--- config.mk ---
export PLATFORM = sky130hd
export DESIGN_NAME = bp_cfg_link_endpoint_flat
export DESIGN_NICKNAME = d
export VERILOG_FILES = /design/src/rtl/bp_cfg_link_endpoint_pkg.sv /design/src/rtl/bp_cfg_link_endpoint_if.sv /design/src/rtl/bp_cfg_link_endpoint_core_regs.sv /design/src/rtl/bp_cfg_link_endpoint.sv /design/src/flat_wrapper.sv
export SDC_FILE = /design/constraint.sdc
export NUM_CORES = 1
export LEC_CHECK = 0
export CORE_MARGIN = 2
export CORE_UTILIZATION = 42
export CTS_BUF_LIST = sky130_fd_sc_hd__clkbuf_8
export CTS_CLUSTER_DIAMETER = 80
export DETAILED_ROUTE_END_ITERATION = 10
export PLACE_DENSITY = 0.9
export SYNTH_ARGS = -nofsm -noshare
export SYNTH_HDL_FRONTEND = slang
export SYNTH_SLANG_ARGS = --single-unit
--- constraint.sdc ---
create_clock -name clk_i -period 2.3 [get_ports clk_i]
set_input_delay 0.46 -clock clk_i [delete_from_list [all_inputs] [get_ports clk_i]]
set_output_delay 0.46 -clock clk_i [all_outputs]
set_load 0.01 [all_outputs]
--- src/rtl/bp_cfg_link_endpoint_pkg.sv ---
// Shared definitions for the config-link endpoint: register offsets, forwarding windows,
// FSM state and forward-select encodings, and the offset decoder.
package bp_common_cfg_link_pkg;

  localparam logic [15:0] cfg_reg_reset_gp       = 16'h0001;
  localparam logic [15:0] cfg_reg_freeze_gp      = 16'h0002;
  localparam logic [15:0] cfg_reg_core_id_gp     = 16'h0003;
  localparam logic [15:0] cfg_reg_icache_id_gp   = 16'h0021;
  localparam logic [15:0] cfg_reg_icache_mode_gp = 16'h0022;
  localparam logic [15:0] cfg_reg_npc_gp         = 16'h0040;
  localparam logic [15:0] cfg_reg_dcache_id_gp   = 16'h0041;
  localparam logic [15:0] cfg_reg_dcache_mode_gp = 16'h0042;
  localparam logic [15:0] cfg_reg_cce_id_gp      = 16'h0080;
  localparam logic [15:0] cfg_reg_cce_mode_gp    = 16'h0081;
  localparam logic [15:0] cfg_reg_num_lce_gp     = 16'h0082;

  localparam logic [15:0] cfg_irf_lo_gp   = 16'h0050;
  localparam logic [15:0] cfg_irf_hi_gp   = 16'h006f;
  localparam logic [15:0] cfg_ucode_lo_gp = 16'h8000;
  localparam logic [15:0] cfg_ucode_hi_gp = 16'h8fff;

  typedef enum logic [1:0] {IDLE, FWD_REQ, FWD_WAIT, RESP} bp_cfg_link_state_e;

  typedef enum logic {e_fwd_irf = 1'b0, e_fwd_ucode = 1'b1} bp_cfg_fwd_sel_e;

  typedef enum logic [3:0] {
    e_reg_none,
    e_reg_reset,
    e_reg_freeze,
    e_reg_icache_mode,
    e_reg_npc,
    e_reg_dcache_mode,
    e_reg_cce_mode,
    e_reg_id,
    e_reg_num_lce
  } bp_cfg_reg_e;

  function automatic bp_cfg_reg_e cfg_decode_reg(input logic [15:0] off);
    bp_cfg_reg_e r;
    r = e_reg_none;
    case (off)
      cfg_reg_reset_gp:       r = e_reg_reset;
      cfg_reg_freeze_gp:      r = e_reg_freeze;
      cfg_reg_icache_mode_gp: r = e_reg_icache_mode;
      cfg_reg_npc_gp:         r = e_reg_npc;
      cfg_reg_dcache_mode_gp: r = e_reg_dcache_mode;
      cfg_reg_cce_mode_gp:    r = e_reg_cce_mode;
      cfg_reg_core_id_gp,
      cfg_reg_icache_id_gp,
      cfg_reg_dcache_id_gp,
      cfg_reg_cce_id_gp:      r = e_reg_id;
      cfg_reg_num_lce_gp:     r = e_reg_num_lce;
      default:                r = e_reg_none;
    endcase
    return r;
  endfunction

  function automatic logic cfg_reg_is_rw(input bp_cfg_reg_e r);
    return (r inside {e_reg_reset, e_reg_freeze, e_reg_icache_mode,
                      e_reg_npc, e_reg_dcache_mode, e_reg_cce_mode});
  endfunction

endpackage

--- src/rtl/bp_cfg_link_endpoint_if.sv ---
// Command/response and forward-window handshake bundle of the config-link endpoint.
// Signal suffixes are from the endpoint's point of view.
interface bp_cfg_link_endpoint_if #(
  parameter int data_width_p = 64,
  parameter int addr_width_p = 24
);
  logic                    cmd_v_i;
  logic                    cmd_ready_o;
  logic                    cmd_w_i;
  logic [addr_width_p-1:0] cmd_addr_i;
  logic [data_width_p-1:0] cmd_data_i;

  logic                    resp_v_o;
  logic [data_width_p-1:0] resp_data_o;
  logic                    resp_err_o;
  logic                    resp_yumi_i;

  logic                    fwd_v_o;
  logic                    fwd_ready_i;
  logic                    fwd_w_o;
  logic                    fwd_sel_o;
  logic [3:0]              fwd_core_o;
  logic [11:0]             fwd_addr_o;
  logic [data_width_p-1:0] fwd_data_o;
  logic                    fwd_resp_v_i;
  logic [data_width_p-1:0] fwd_resp_data_i;

  modport slave (
    input  cmd_v_i, cmd_w_i, cmd_addr_i, cmd_data_i, resp_yumi_i,
           fwd_ready_i, fwd_resp_v_i, fwd_resp_data_i,
    output cmd_ready_o, resp_v_o, resp_data_o, resp_err_o,
           fwd_v_o, fwd_w_o, fwd_sel_o, fwd_core_o, fwd_addr_o, fwd_data_o
  );

  modport master (
    output cmd_v_i, cmd_w_i, cmd_addr_i, cmd_data_i, resp_yumi_i,
           fwd_ready_i, fwd_resp_v_i, fwd_resp_data_i,
    input  cmd_ready_o, resp_v_o, resp_data_o, resp_err_o,
           fwd_v_o, fwd_w_o, fwd_sel_o, fwd_core_o, fwd_addr_o, fwd_data_o
  );
endinterface

--- src/rtl/bp_cfg_link_endpoint_core_regs.sv ---
// Control register bank for one core: write-enabled RW fields plus a read mux that
// also serves the read-only id / num_lce values.
module bp_cfg_link_core_regs
  import bp_common_cfg_link_pkg::*;
#(
  parameter int          data_width_p  = 64,
  parameter int          vaddr_width_p = 39,
  parameter int          num_core_p    = 2,
  parameter int          core_id_p     = 0,
  parameter logic [63:0] npc_reset_p   = 64'h8000_0000
) (
  input  logic                     clk_i,
  input  logic                     reset_n_i,
  input  logic                     we_i,
  input  bp_cfg_reg_e              reg_i,
  input  logic [data_width_p-1:0]  wdata_i,
  output logic [data_width_p-1:0]  rdata_o,
  output logic                     core_reset_o,
  output logic                     freeze_o,
  output logic [vaddr_width_p-1:0] npc_o,
  output logic [1:0]               icache_mode_o,
  output logic [1:0]               dcache_mode_o,
  output logic                     cce_mode_o
);

  logic                     core_reset_reg;
  logic                     freeze_reg;
  logic [vaddr_width_p-1:0] npc_reg;
  logic [1:0]               icache_mode_reg;
  logic [1:0]               dcache_mode_reg;
  logic                     cce_mode_reg;

  // Only the low field width of the write data is kept.
  logic unused_wdata;
  assign unused_wdata = ^wdata_i;

  always_ff @(posedge clk_i or negedge reset_n_i) begin
    if (!reset_n_i) begin
      core_reset_reg  <= 1'b1;
      freeze_reg      <= 1'b1;
      npc_reg         <= npc_reset_p[vaddr_width_p-1:0];
      icache_mode_reg <= 2'b00;
      dcache_mode_reg <= 2'b00;
      cce_mode_reg    <= 1'b0;
    end else if (we_i) begin
      case (reg_i)
        e_reg_reset:       core_reset_reg  <= wdata_i[0];
        e_reg_freeze:      freeze_reg      <= wdata_i[0];
        e_reg_npc:         npc_reg         <= wdata_i[vaddr_width_p-1:0];
        e_reg_icache_mode: icache_mode_reg <= wdata_i[1:0];
        e_reg_dcache_mode: dcache_mode_reg <= wdata_i[1:0];
        e_reg_cce_mode:    cce_mode_reg    <= wdata_i[0];
        default: ;
      endcase
    end
  end

  always_comb begin
    rdata_o = '0;
    case (reg_i)
      e_reg_reset:       rdata_o[0]                 = core_reset_reg;
      e_reg_freeze:      rdata_o[0]                 = freeze_reg;
      e_reg_npc:         rdata_o[vaddr_width_p-1:0] = npc_reg;
      e_reg_icache_mode: rdata_o[1:0]               = icache_mode_reg;
      e_reg_dcache_mode: rdata_o[1:0]               = dcache_mode_reg;
      e_reg_cce_mode:    rdata_o[0]                 = cce_mode_reg;
      e_reg_id:          rdata_o                    = data_width_p'(core_id_p);
      e_reg_num_lce:     rdata_o                    = data_width_p'(2 * num_core_p);
      default: ;
    endcase
  end

  assign core_reset_o  = core_reset_reg;
  assign freeze_o      = freeze_reg;
  assign npc_o         = npc_reg;
  assign icache_mode_o = icache_mode_reg;
  assign dcache_mode_o = dcache_mode_reg;
  assign cce_mode_o    = cce_mode_reg;

endmodule

--- src/rtl/bp_cfg_link_endpoint.sv ---
// Config-link slave: decodes one outstanding cmd at a time, services per-core control
// registers locally and forwards IRF / CCE-ucode window accesses to an external port.
module bp_cfg_link_endpoint
  import bp_common_cfg_link_pkg::*;
#(
  parameter int          num_core_p    = 2,
  parameter int          data_width_p  = 64,
  parameter int          addr_width_p  = 24,
  parameter int          vaddr_width_p = 39,
  parameter logic [63:0] npc_reset_p   = 64'h8000_0000
) (
  input  logic                                clk_i,
  input  logic                                reset_n_i,
  bp_cfg_link_endpoint_if.slave               link,
  output logic [num_core_p-1:0]               core_reset_o,
  output logic [num_core_p-1:0]               freeze_o,
  output logic [num_core_p*vaddr_width_p-1:0] npc_o,
  output logic [num_core_p*2-1:0]             icache_mode_o,
  output logic [num_core_p*2-1:0]             dcache_mode_o,
  output logic [num_core_p-1:0]               cce_mode_o
);

  localparam int core_field_lp = addr_width_p - 16;
  localparam logic [core_field_lp-1:0] num_core_lp = core_field_lp'(num_core_p);

  bp_cfg_link_state_e state_reg, state_next;

  logic [data_width_p-1:0] resp_data_reg;
  logic                    resp_err_reg;
  logic                    fwd_w_reg;
  bp_cfg_fwd_sel_e         fwd_sel_reg;
  logic [3:0]              fwd_core_reg;
  logic [11:0]             fwd_addr_reg;
  logic [data_width_p-1:0] fwd_data_reg;

  logic [core_field_lp-1:0] cmd_core;
  logic [15:0]              cmd_off;
  bp_cfg_reg_e              cmd_reg;
  logic                     core_ok;
  logic                     in_irf;
  logic                     in_ucode;
  logic                     is_fwd;
  logic                     local_ok;
  logic                     cmd_accept;
  logic                     fwd_done;
  logic [11:0]              fwd_addr_next;
  logic [data_width_p-1:0]  sel_rdata;
  logic [num_core_p-1:0]    core_we;
  logic [data_width_p-1:0]  core_rdata [num_core_p];

  always_comb begin
    cmd_core      = link.cmd_addr_i[addr_width_p-1:16];
    cmd_off       = link.cmd_addr_i[15:0];
    cmd_reg       = cfg_decode_reg(cmd_off);
    core_ok       = (cmd_core < num_core_lp);
    in_irf        = (cmd_off >= cfg_irf_lo_gp) && (cmd_off <= cfg_irf_hi_gp);
    in_ucode      = (cmd_off >= cfg_ucode_lo_gp) && (cmd_off <= cfg_ucode_hi_gp);
    is_fwd        = core_ok && (in_irf || in_ucode);
    local_ok      = core_ok && (cmd_reg != e_reg_none)
                    && !(link.cmd_w_i && !cfg_reg_is_rw(cmd_reg));
    cmd_accept    = link.cmd_v_i && (state_reg == IDLE);
    // Ucode window base is 4K-aligned, so its low 12 bits are already the offset.
    fwd_addr_next = in_ucode ? cmd_off[11:0] : (cmd_off[11:0] - cfg_irf_lo_gp[11:0]);
    fwd_done      = ((state_reg == FWD_REQ) && link.fwd_ready_i && link.fwd_resp_v_i)
                    || ((state_reg == FWD_WAIT) && link.fwd_resp_v_i);
  end

  always_comb begin
    sel_rdata = '0;
    for (int i = 0; i < num_core_p; i++) begin
      if (cmd_core == core_field_lp'(i)) sel_rdata = core_rdata[i];
    end
  end

  for (genvar gi = 0; gi < num_core_p; gi++) begin : g_core
    assign core_we[gi] = cmd_accept && link.cmd_w_i && local_ok
                         && (cmd_core == core_field_lp'(gi));

    bp_cfg_link_core_regs #(
      .data_width_p (data_width_p),
      .vaddr_width_p(vaddr_width_p),
      .num_core_p   (num_core_p),
      .core_id_p    (gi),
      .npc_reset_p  (npc_reset_p)
    ) u_regs (
      .clk_i        (clk_i),
      .reset_n_i    (reset_n_i),
      .we_i         (core_we[gi]),
      .reg_i        (cmd_reg),
      .wdata_i      (link.cmd_data_i),
      .rdata_o      (core_rdata[gi]),
      .core_reset_o (core_reset_o[gi]),
      .freeze_o     (freeze_o[gi]),
      .npc_o        (npc_o[gi*vaddr_width_p +: vaddr_width_p]),
      .icache_mode_o(icache_mode_o[gi*2 +: 2]),
      .dcache_mode_o(dcache_mode_o[gi*2 +: 2]),
      .cce_mode_o   (cce_mode_o[gi])
    );
  end

  always_ff @(posedge clk_i or negedge reset_n_i) begin
    if (!reset_n_i) state_reg <= IDLE;
    else            state_reg <= state_next;
  end

  always_comb begin
    state_next = state_reg;
    case (state_reg)
      IDLE: begin
        if (link.cmd_v_i) state_next = is_fwd ? FWD_REQ : RESP;
      end
      FWD_REQ: begin
        if (link.fwd_ready_i) state_next = link.fwd_resp_v_i ? RESP : FWD_WAIT;
      end
      FWD_WAIT: begin
        if (link.fwd_resp_v_i) state_next = RESP;
      end
      RESP: begin
        if (link.resp_yumi_i) state_next = IDLE;
      end
      default: state_next = IDLE;
    endcase
  end

  // Response and forward payloads are frozen at accept; only a forwarded read updates data later.
  always_ff @(posedge clk_i or negedge reset_n_i) begin
    if (!reset_n_i) begin
      resp_data_reg <= '0;
      resp_err_reg  <= 1'b0;
      fwd_w_reg     <= 1'b0;
      fwd_sel_reg   <= e_fwd_irf;
      fwd_core_reg  <= 4'd0;
      fwd_addr_reg  <= 12'd0;
      fwd_data_reg  <= '0;
    end else if (cmd_accept) begin
      resp_err_reg  <= !is_fwd && !local_ok;
      resp_data_reg <= (!link.cmd_w_i && local_ok) ? sel_rdata : '0;
      fwd_w_reg     <= link.cmd_w_i;
      fwd_sel_reg   <= in_ucode ? e_fwd_ucode : e_fwd_irf;
      fwd_core_reg  <= cmd_core[3:0];
      fwd_addr_reg  <= fwd_addr_next;
      fwd_data_reg  <= link.cmd_data_i;
    end else if (fwd_done && !fwd_w_reg) begin
      resp_data_reg <= link.fwd_resp_data_i;
    end
  end

  assign link.cmd_ready_o = (state_reg == IDLE);
  assign link.resp_v_o    = (state_reg == RESP);
  assign link.resp_data_o = resp_data_reg;
  assign link.resp_err_o  = resp_err_reg;
  assign link.fwd_v_o     = (state_reg == FWD_REQ);
  assign link.fwd_w_o     = fwd_w_reg;
  assign link.fwd_sel_o   = fwd_sel_reg;
  assign link.fwd_core_o  = fwd_core_reg;
  assign link.fwd_addr_o  = fwd_addr_reg;
  assign link.fwd_data_o  = fwd_data_reg;

endmodule
--- src/flat_wrapper.sv ---
// flat-port wrapper written by rule: the top's interface ports become plain ports
module bp_cfg_link_endpoint_flat import bp_common_cfg_link_pkg::*;
#(
  parameter int          num_core_p    = 2,
  parameter int          data_width_p  = 64,
  parameter int          addr_width_p  = 24,
  parameter int          vaddr_width_p = 39,
  parameter logic [63:0] npc_reset_p   = 64'h8000_0000
)
  (clk_i, reset_n_i, core_reset_o, freeze_o, npc_o, icache_mode_o, dcache_mode_o, cce_mode_o, link_cmd_v_i, link_cmd_w_i, link_cmd_addr_i, link_cmd_data_i, link_resp_yumi_i, link_fwd_ready_i, link_fwd_resp_v_i, link_fwd_resp_data_i, link_cmd_ready_o, link_resp_v_o, link_resp_data_o, link_resp_err_o, link_fwd_v_o, link_fwd_w_o, link_fwd_sel_o, link_fwd_core_o, link_fwd_addr_o, link_fwd_data_o);
  bp_cfg_link_endpoint_if #(.data_width_p(data_width_p), .addr_width_p(addr_width_p)) link_i ();
  input  logic clk_i;
  input  logic reset_n_i;
  output logic [num_core_p-1:0] core_reset_o;
  output logic [num_core_p-1:0] freeze_o;
  output logic [num_core_p*vaddr_width_p-1:0] npc_o;
  output logic [num_core_p*2-1:0] icache_mode_o;
  output logic [num_core_p*2-1:0] dcache_mode_o;
  output logic [num_core_p-1:0] cce_mode_o;
  input wire logic [$bits(link_i.cmd_v_i)-1:0] link_cmd_v_i;
  input wire logic [$bits(link_i.cmd_w_i)-1:0] link_cmd_w_i;
  input wire logic [$bits(link_i.cmd_addr_i)-1:0] link_cmd_addr_i;
  input wire logic [$bits(link_i.cmd_data_i)-1:0] link_cmd_data_i;
  input wire logic [$bits(link_i.resp_yumi_i)-1:0] link_resp_yumi_i;
  input wire logic [$bits(link_i.fwd_ready_i)-1:0] link_fwd_ready_i;
  input wire logic [$bits(link_i.fwd_resp_v_i)-1:0] link_fwd_resp_v_i;
  input wire logic [$bits(link_i.fwd_resp_data_i)-1:0] link_fwd_resp_data_i;
  output wire logic [$bits(link_i.cmd_ready_o)-1:0] link_cmd_ready_o;
  output wire logic [$bits(link_i.resp_v_o)-1:0] link_resp_v_o;
  output wire logic [$bits(link_i.resp_data_o)-1:0] link_resp_data_o;
  output wire logic [$bits(link_i.resp_err_o)-1:0] link_resp_err_o;
  output wire logic [$bits(link_i.fwd_v_o)-1:0] link_fwd_v_o;
  output wire logic [$bits(link_i.fwd_w_o)-1:0] link_fwd_w_o;
  output wire logic [$bits(link_i.fwd_sel_o)-1:0] link_fwd_sel_o;
  output wire logic [$bits(link_i.fwd_core_o)-1:0] link_fwd_core_o;
  output wire logic [$bits(link_i.fwd_addr_o)-1:0] link_fwd_addr_o;
  output wire logic [$bits(link_i.fwd_data_o)-1:0] link_fwd_data_o;
  assign link_i.cmd_v_i = link_cmd_v_i;
  assign link_i.cmd_w_i = link_cmd_w_i;
  assign link_i.cmd_addr_i = link_cmd_addr_i;
  assign link_i.cmd_data_i = link_cmd_data_i;
  assign link_i.resp_yumi_i = link_resp_yumi_i;
  assign link_i.fwd_ready_i = link_fwd_ready_i;
  assign link_i.fwd_resp_v_i = link_fwd_resp_v_i;
  assign link_i.fwd_resp_data_i = link_fwd_resp_data_i;
  assign link_cmd_ready_o = link_i.cmd_ready_o;
  assign link_resp_v_o = link_i.resp_v_o;
  assign link_resp_data_o = link_i.resp_data_o;
  assign link_resp_err_o = link_i.resp_err_o;
  assign link_fwd_v_o = link_i.fwd_v_o;
  assign link_fwd_w_o = link_i.fwd_w_o;
  assign link_fwd_sel_o = link_i.fwd_sel_o;
  assign link_fwd_core_o = link_i.fwd_core_o;
  assign link_fwd_addr_o = link_i.fwd_addr_o;
  assign link_fwd_data_o = link_i.fwd_data_o;
  bp_cfg_link_endpoint #(.num_core_p(num_core_p), .data_width_p(data_width_p), .addr_width_p(addr_width_p), .vaddr_width_p(vaddr_width_p), .npc_reset_p(npc_reset_p)) u_core (.clk_i(clk_i), .reset_n_i(reset_n_i), .link(link_i), .core_reset_o(core_reset_o), .freeze_o(freeze_o), .npc_o(npc_o), .icache_mode_o(icache_mode_o), .dcache_mode_o(dcache_mode_o), .cce_mode_o(cce_mode_o));
endmodule
==> flow_summary.ini, run 1 <==
[place]
post-dp-hpwl_um = 27200
numPortBuffers = 400
dpl-instance-area_um2 = 16000
place_inst = 1861
gp_congestion = 0.921

[yosys]
synth_async_sr_flop_share = 1.00
synth.area.top_cells = dfrtp_1 (54%), mux2_2 (12%), nand2_1 (11%)
synth_cells = 1097
synth_top_area_frac = 0.536
synth_edf_count = 0
avgSynthCellArea_um2 = 10.0
synthFlopType = dfrtp_1
synth_nets = 1265
yosysTopAreaCell = dfrtp_1
ys_warn_count = 0
synth_seq_cells = 241
syn-cell-area_um2 = 11000
synth.distinct_cells = 64
yosysSeqAreaShare = 0.550

[power]
intPower_mw = 11.3
switching_power_mw = 5.86
p_clk_frac = 0.240
max-vdd-ir-drop_mv = 0.704
combPwrFrac = 0.395
p_leak_nw = 7.85
switching_share = 0.342
pwr-share-seq = 0.365
powerDensity_nw_per_um2 = 1000

[worst_setup_path]
cp_data_arrival_time_ns = 2.67
cp_cell_sequence = clkdlybuf4s50_1, nor4_4, nand2_2, or3_1, nor2_4, buf_12, mux2_2
cp_max_fo = 24
path_class = in -> reg
critPathSlowestCell = or3_1
start_kind = input pin
crit_required_ns = 2.70
cp_slowest_stage_delay_ns = 0.46
end_kind = flop

[run_status]
status = complete, no violations

[clocking]
clockRootBuffer = clkbuf_8
clock_latency_ns = 0.53
htree_num_levels = 2
cts_tree = built
cts_sinks = 241
clock_tree.buffer_depth = 3
cts_made_buffers = 42
clk_pin_slew_worst_paths_ns = 0.07

[routing]
viasPerCell = 5.22
route.vias.total = 10200
drt_iter0_markers = 581
drt-wirelength-per-cell_um = 20.1
totalWireLength_um = 39100
drtAntennaViolNets = 0
firstDrtPassIters = 5
drc = 0

[run]
maxCapViolCount = 0

[final_layout]
largest_reg_flops = 78
synthToLayoutAreaGrowth_pct = 55.5
fin_area_um2 = 17100
layout_common_cells = clkdlybuf4s50_1 (390), nand2_1 (309), dfrtp_1 (235)
final_common_cell = clkdlybuf4s50_1
drive_above_1_share = 0.221
nNetsFinal = 1745
n_fill_cell = 1929
fin_cells = 1945

[die]
coreArea_um2 = 25800
num_rows = 59
die_h_um = 166
initial_core_util = 0.425
dieArea_um2 = 27400
ioPinCount = 401
die_w_um = 166

[timing]
min_period_ns = 2.27
hold_viol = 0
worstMarginPinSlew_ns = 0.617
slew_headroom = 0.589
min_period_over_period = 0.987
finClkSkew_ns = 0.0144
fmax_mhz = 441
setup_viol = 0
slew_viol_final = 0

[grt]
grt_overflow = 0
antenna_found_initial = 1
grt_pass1_wl_um = 60200
grt_pass1_vias = 10800
grt_max_degree = 99
grtUsageTotal = 0.276

[min_path]
min_path_type = in -> reg
-- per-stage QoR --
step	util	setup TNS, ns	power, mW	hold WS [ns]	worst slack, ns
detailed placement	0.620	-66.11	13.0	0.390	-0.630
global placement	0.620	-62.18	12.7	0.388	-0.591
CTS	0.658	0	17.3	0.371	0.00237
finish	0.660	0	17.1	0.415	0.0299
floorplan	-	-2.43	8.88	0.164	-0.0971
global route	0.660	-0.00275	18.1	0.417	-0.00197
-- routing by layer --
metal  up-vias  global-route usage  wire length [um]
met4         0               0.150              2190
met5         -                   0                 0
met1      4904               0.325             15200
met3       134              0.0667              2880
met2       476               0.468             18800
li1       4636                   -                 -
-- worst paths after layout --
kind                                                         from  cells after the start  slack, ns                                            end
setup / recovery                              link_cmd_addr_i[21]                      7       0.03  u_core.g_core[0].u_regs.npc_o[17]$_DFFE_PN0P_
hold / removal                                link_cmd_addr_i[16]                      3       0.42         u_core.link.resp_data_o[1]$_DFFE_PN0P_
setup reg to reg                  u_core.state_reg[0]$_DFFE_PN0P_                      8       0.07  u_core.g_core[0].u_regs.npc_o[17]$_DFFE_PN0P_
hold reg to reg            u_core.link.fwd_data_o[54]$_DFFE_PN0P_                      2       0.48         u_core.link.fwd_data_o[54]$_DFFE_PN0P_
max in group asynchronous                               reset_n_i                      3       1.16  u_core.g_core[0].u_regs.npc_o[31]$_DFFE_PN1P_
min in group asynchronous                               reset_n_i                      2       0.43   u_core.g_core[0].u_regs.npc_o[9]$_DFFE_PN0P_
-- cells in the mapped netlist, drive strengths merged (2+ instances only) --
cell / n
a211oi: 3
o21ai: 63
a31oi: 3
nand3b: 2
nor4: 9
xnor2: 5
dfrtp: 235
and3b: 4
and3: 2
dfstp: 6
inv: 22
ha: 9
o22ai: 3
a21oi: 75
nand4: 5
or3: 4
nand2b: 5
and2: 2
or2: 2
clkbuf: 45
mux2i: 3
o32ai: 2
mux2: 122
nand2: 332
o221ai: 2
nor3b: 2
nor2: 58
o21a: 5
nor3: 10
nand3: 10
a21o: 3
buf: 26
-- timing repair --
| action | CTS | global route |
|---|---|---|
| resized for setup | 8 | 14 |
| cloned | 2 | 1 |
| endpoints found under the setup margin | 40 | 38 |
| hold buffers | 1 | 0 |
| pin swaps | 3 | 4 |
| setup buffers | 2 | 1 |
| endpoints found under the hold margin | 43 | 0 |
-- power groups by stage --
| stage | combinational, mW | sequential (mW) | clock, mW |
|---|---|---|---|
| floorplan | 2.10 | 6.78 | 0 |
| global placement | 6.50 | 6.22 | 0 |
| detailed placement | 6.74 | 6.29 | 0 |
| CTS | 6.81 | 6.25 | 4.21 |
| global route | 7.27 | 6.39 | 4.38 |
| finish | 6.78 | 6.25 | 4.11 |
-- cell families (layout without fill, tap and decap cells) --
logic type,after synthesis,count (layout),share of synthesized area
flops,241,241,0.550
compound gates,171,171,0.0865
mux,125,125,0.128
xor+xnor,6,6,0.00479
buf+inv,93,605,0.0388
other cells,0,1,0
simple gates,452,452,0.182
fa+ha+maj,9,9,0.0103
-- worst max-delay path, delay by kind of cell --
kind | cells | cell delay [ns]
buf+inv | 2 | 0.66
mux | 1 | 0.37
simple gates | 4 | 1.16
-- final cells by class --
cell class / count / area [um2] / share of cell area
sequential: 241 / 6040 / 0.354
inverter: 22 / 86.3 / 0.00506
tap: 335 / 419 / 0.0246
timing repair buffer: 507 / 5020 / 0.294
clock inverter: 23 / 160 / 0.00939
clock buffer: 53 / 729 / 0.0427
multi-input combinational: 763 / 4610 / 0.270
antenna: 1 / 2.50 / 0.000147
Power figures use the tool's default switching activity.
==> run 2: changes to the inputs <==
--- a/config.mk
+++ b/config.mk
@@ -6,11 +6,11 @@
 export NUM_CORES = 1
 export LEC_CHECK = 0
 export CORE_MARGIN = 2
-export CORE_UTILIZATION = 42
+export CORE_UTILIZATION = 25
 export CTS_BUF_LIST = sky130_fd_sc_hd__clkbuf_8
 export CTS_CLUSTER_DIAMETER = 80
 export DETAILED_ROUTE_END_ITERATION = 10
-export PLACE_DENSITY = 0.9
+export PLACE_DENSITY = 0.63
 export SYNTH_ARGS = -nofsm -noshare
 export SYNTH_HDL_FRONTEND = slang
 export SYNTH_SLANG_ARGS = --single-unit
==> flow_summary.ini, run 2 (same netlist as run 1, synthesis figures left out) <==
[run_status]
status = complete, no violations

[place]
post-dp-hpwl_um = 28500
numPortBuffers = 400
dpl-instance-area_um2 = 16400
gp_congestion = 0.845

[timing]
setup_viol = 0
slew_headroom = 0.536
finClkSkew_ns = 0.0323
hold_viol = 0
min_period_over_period = 0.968
min_period_ns = 2.23
slew_viol_final = 0
rsz0062_at_grt = true
fin_tns_setup_ns = 0
worstMarginPinSlew_ns = 0.695
fmax_mhz = 449

[routing]
drt-wirelength-per-cell_um = 18.0
drt_iter0_markers = 486
viasPerCell = 4.42
route.vias.total = 9777
firstDrtPassIters = 4
totalWireLength_um = 39900
drc = 0
drtAntennaViolNets = 0

[grt]
antenna_found_initial = 1
grt_pass1_vias = 10200
grt_overflow = 0
grt_pass1_wl_um = 59300
grtUsageTotal = 0.170
grt_max_degree = 99

[die]
num_rows = 76
die_w_um = 214
initial_core_util = 0.254
ioPinCount = 401
dieArea_um2 = 45600
coreArea_um2 = 43200
die_h_um = 214

[final_layout]
drive_above_1_share = 0.229
fin_area_um2 = 17600
largest_reg_flops = 78
n_fill_cell = 4363
layout_common_cells = clkdlybuf4s50_1 (391), nand2_1 (309), dfrtp_1 (235)
final_common_cell = clkdlybuf4s50_1
synthToLayoutAreaGrowth_pct = 60.5
antennaDiodeCount = 0
nNetsFinal = 1759

[run]
maxCapViolCount = 0

[worst_setup_path]
startpoint = link_cmd_addr_i[7]
path_class = in -> reg
cp_max_fo = 10
cp_data_arrival_time_ns = 2.70
r2r_start = u_core.state_reg[0]$_DFFE_PN0P_
start_kind = input pin
end_kind = flop
crit_required_ns = 2.78

[clocking]
htree_num_levels = 2
cts_made_buffers = 47
clockRootBuffer = clkbuf_8
clock_tree.buffer_depth = 3
cts_tree = built
cts_sinks = 241
clock_latency_ns = 0.62
clk_pin_slew_worst_paths_ns = 0.06

[power]
max-vdd-ir-drop_mv = 0.668
p_leak_nw = 7.97
powerDensity_nw_per_um2 = 1000
totalPowerFinal_mw = 17.7

[min_path]
min_path_type = in -> async
## run 2: cell count changes in the layout (fill, tap and decap cells not counted), moves of 2 or more
| cell | previous run | this run |
|---|---|---|
| buf_12 | 12 | 16 |
| clkbuf_8 | 53 | 63 |
| o21ai_0 | 61 | 63 |
| o21ai_1 | 2 | 0 |
| buf_16 | 2 | 0 |
| buf_4 | 90 | 98 |
## run 2: path summary, 6_finish.rpt
kind                                                            endpoint  slack, ns  cells past startpoint
setup / recovery                  u_core.link.resp_data_o[0]$_DFFE_PN0P_       0.07                      9
hold / removal             u_core.g_core[1].u_regs.npc_o[18]$_DFFE_PN0P_       0.35                      2
setup reg to reg           u_core.g_core[0].u_regs.npc_o[33]$_DFFE_PN0P_       0.09                      9
hold reg to reg                   u_core.link.fwd_data_o[39]$_DFFE_PN0P_       0.47                      2
max in group asynchronous        u_core.link.resp_data_o[48]$_DFFE_PN0P_       1.24                      3
min in group clk_i                u_core.link.fwd_data_o[51]$_DFFE_PN0P_       0.40                      3
## run 2: layer usage
layer / GRT usage / wire, um / up-vias
met5: 0 / 10 / -
met1: 0.208 / 16600 / 4710
met3: 0.0549 / 3140 / 70
met2: 0.285 / 18900 / 324
met4: 0.0570 / 1130 / 2
li1: - / - / 4671
## run 2: through the flow
stage          setup WS, ns  utilization  hold slack, ns  std cells
2_1_floorplan       -0.0971            -           0.164       1097
3_3_place_gp         -0.688        0.381           0.371       2118
3_5_place_dp         -0.730        0.381           0.380       2118
4_1_cts              0.0546        0.405           0.317       2206
5_1_grt             -0.0104        0.408           0.335       2213
6_report             0.0743        0.408           0.348       2213
## run 2: cell type report
class | count | area, um2 | area share
flip-flops and latches | 241 | 6040 | 0.343
repair buffers | 516 | 5090 | 0.289
multi-input cells | 763 | 4610 | 0.262
clock buffers | 63 | 867 | 0.0492
well taps | 585 | 732 | 0.0416
clock inverters | 23 | 185 | 0.0105
inverters | 22 | 86.3 | 0.00490
## run 2: repair_timing
action                                 4_1_cts  5_1_grt
gates cloned                                 0        1
hold buffers                                 1        0
pin swaps                                    1        4
setup endpoints to repair                   47       51
resized for setup                            8        7
endpoints found under the hold margin       34        0
setup buffers                                1        6
## run 2: power breakdown
part	switching, mW	leakage (nW)	internal (mW)
Clock	1.93	0.582	2.78
Sequential	0.711	3.07	5.51
Combinational	3.26	4.32	3.50
## run 2: worst max-delay path, stage by stage
cell	delay (ns)
clkdlybuf4s50_1	0.52
buf_4	0.23
or4bb_1	0.59
o31ai_1	0.13
a21oi_1	0.15
buf_4	0.17
a31oi_1	0.16
a31oi_1	0.10
o22a_1	0.18
==> run 3: changes to the inputs <==
--- a/config.mk
+++ b/config.mk
@@ -11,6 +11,7 @@
 export CTS_CLUSTER_DIAMETER = 80
 export DETAILED_ROUTE_END_ITERATION = 10
 export PLACE_DENSITY = 0.63
+export RECOVER_POWER = 25
 export SYNTH_ARGS = -nofsm -noshare
 export SYNTH_HDL_FRONTEND = slang
 export SYNTH_SLANG_ARGS = --single-unit
==> flow_summary.ini, run 3 (same netlist as run 1, synthesis figures left out) <==
[run_status]
status = complete, no violations

[die]
coreArea_um2 = 43200
die_h_um = 214
initial_core_util = 0.254
die_w_um = 214
dieArea_um2 = 45600
ioPinCount = 401
num_rows = 76

[routing]
drt-wirelength-per-cell_um = 18.0
totalWireLength_um = 39800
drc = 0
firstDrtPassIters = 5
drtAntennaViolNets = 0
drt_iter0_markers = 477
route.vias.total = 9822
viasPerCell = 4.44

[grt]
grt_overflow = 0
grtUsageTotal = 0.170
grt_pass1_wl_um = 59300
antenna_found_initial = 1
grt_pass1_vias = 10200
grt_max_degree = 99

[timing]
rsz0062_at_grt = true
finClkSkew_ns = 0.0324
slew_viol_final = 0
fmax_mhz = 449
hold_viol = 0
min_period_over_period = 0.968
slew_headroom = 0.293
setup_viol = 0
worstMarginPinSlew_ns = 1.06
min_period_ns = 2.23
fin_tns_setup_ns = 0

[worst_setup_path]
critPathSlowestCell = or4bb_1
cp_data_arrival_time_ns = 2.71
crit_cells = 9
r2r_start = u_core.state_reg[0]$_DFFE_PN0P_
cp_cell_sequence = clkdlybuf4s50_1, buf_4, or4bb_1, o31ai_1, a21oi_1, buf_4, a31oi_1, a31oi_1, o22a_1
crit_required_ns = 2.78
startpoint = link_cmd_addr_i[7]
critical_path.endpoint = u_core.link.resp_data_o[0]$_DFFE_PN0P_
path_class = in -> reg
path_delay_family = buffers and inverters
end_kind = flop
path_buf_inv = 3
r2r_setup_slack_ns = 0.09
rr_worst_depth = 9
r2r-end = u_core.g_core[0].u_regs.npc_o[33]$_DFFE_PN0P_
start_kind = input pin
cp_slowest_stage_delay_ns = 0.59
cp_max_fo = 10

[power]
powerDensity_nw_per_um2 = 1010
p_leak_nw = 7.96
max-vdd-ir-drop_mv = 0.668

[final_layout]
fin_util = 0.407
final_common_cell = clkdlybuf4s50_1
nNetsFinal = 1759
layout_common_cells = clkdlybuf4s50_1 (391), nand2_1 (309), dfrtp_1 (235)
drive_above_1_share = 0.229
largest_reg_flops = 78
antennaDiodeCount = 0
multi_input_area_um2 = 4610
n_fill_cell = 4368
synthToLayoutAreaGrowth_pct = 60.2
seq_area_um2 = 6040

[clocking]
clk_pin_slew_worst_paths_ns = 0.06
cts_sinks = 241
clockRootBuffer = clkbuf_8
clock_latency_ns = 0.62
cts_tree = built
cts_made_buffers = 47
htree_num_levels = 2
clock_tree.buffer_depth = 3

[place]
numPortBuffers = 400
post-dp-hpwl_um = 28500
gp_congestion = 0.845

[run]
maxCapViolCount = 0

[min_path]
min_path_type = in -> reg
-- run 3: stage by stage --
step / total power, mW / cell area [um2] / hold slack (ns) / instances / setup slack, ns
finish: 17.7 / 17600 / 0.395 / 2213 / 0.0737
global route: 18.9 / 17600 / 0.344 / 2213 / -0.0104
CTS: 18.0 / 17500 / 0.317 / 2206 / 0.0546
detailed placement: 13.1 / 16400 / 0.380 / 2118 / -0.730
global placement: 13.0 / 16400 / 0.371 / 2118 / -0.688
floorplan: 8.88 / 11000 / 0.164 / 1097 / -0.0971
-- run 3: final cells by class --
cell class / count / area share
clock buffers: 63 / 0.0493
flip-flops and latches: 241 / 0.344
repair buffers: 516 / 0.288
clock inverters: 23 / 0.0105
well taps: 585 / 0.0416
multi-input cells: 763 / 0.262
inverters: 22 / 0.00491
-- run 3: how the worst min path moves through the flow --
stage / slack [ns] / depth (start not counted) / startpoint / end
5_1_grt: 0.34 / 3 / link_cmd_data_i[61] / u_core.link.fwd_data_o[61]$_DFFE_PN0P_
4_1_cts: 0.32 / 2 / reset_n_i / u_core.g_core[1].u_regs.npc_o[18]$_DFFE_PN0P_
3_3_place_gp: 0.37 / 1 / reset_n_i / u_core.link.fwd_data_o[13]$_DFFE_PN0P_
2_1_floorplan: 0.16 / 0 / reset_n_i / u_core.g_core[0].u_regs.cce_mode_o$_DFFE_PN0P_
3_5_place_dp: 0.38 / 1 / reset_n_i / u_core.link.fwd_data_o[13]$_DFFE_PN0P_
6_report: 0.40 / 3 / link_cmd_data_i[57] / u_core.link.fwd_data_o[57]$_DFFE_PN0P_
-- run 3: worst register-to-register path: cells and delay by family (launching register included) --
family        cells  cell delay [ns]
buf+inv           3             0.41
simple gates      4             0.75
flops             1             0.41
fa+ha+maj         1             0.16
mux               1             0.36
-- run 3: layer usage --
layer  GRT usage  vias to the layer above  routed length, um
met1       0.208                     4747              16500
met4      0.0570                        2               1130
met3      0.0549                       70               3170
li1            -                     4671                  -
met5           0                        -                 10
met2       0.285                      332              19000
-- run 3: report_power, final --
| part | leakage (nW) | internal (mW) | total (mW) | switching, mW |
|---|---|---|---|---|
| combinational | 4.30 | 3.49 | 6.76 | 3.26 |
| clock | 0.582 | 2.78 | 4.71 | 1.93 |
| sequential | 3.07 | 5.51 | 6.22 | 0.710 |
| total | 7.96 | 11.8 | 17.7 | 5.90 |
-- run 3: what timing repair did --
item                       CTS  global route
buffers inserted             1             6
hold buffers                 1             0
pin swaps                    1             4
resized for setup            8             7
setup endpoints to repair   47            51
cloned                       0             1
hold endpoints to repair    34             0
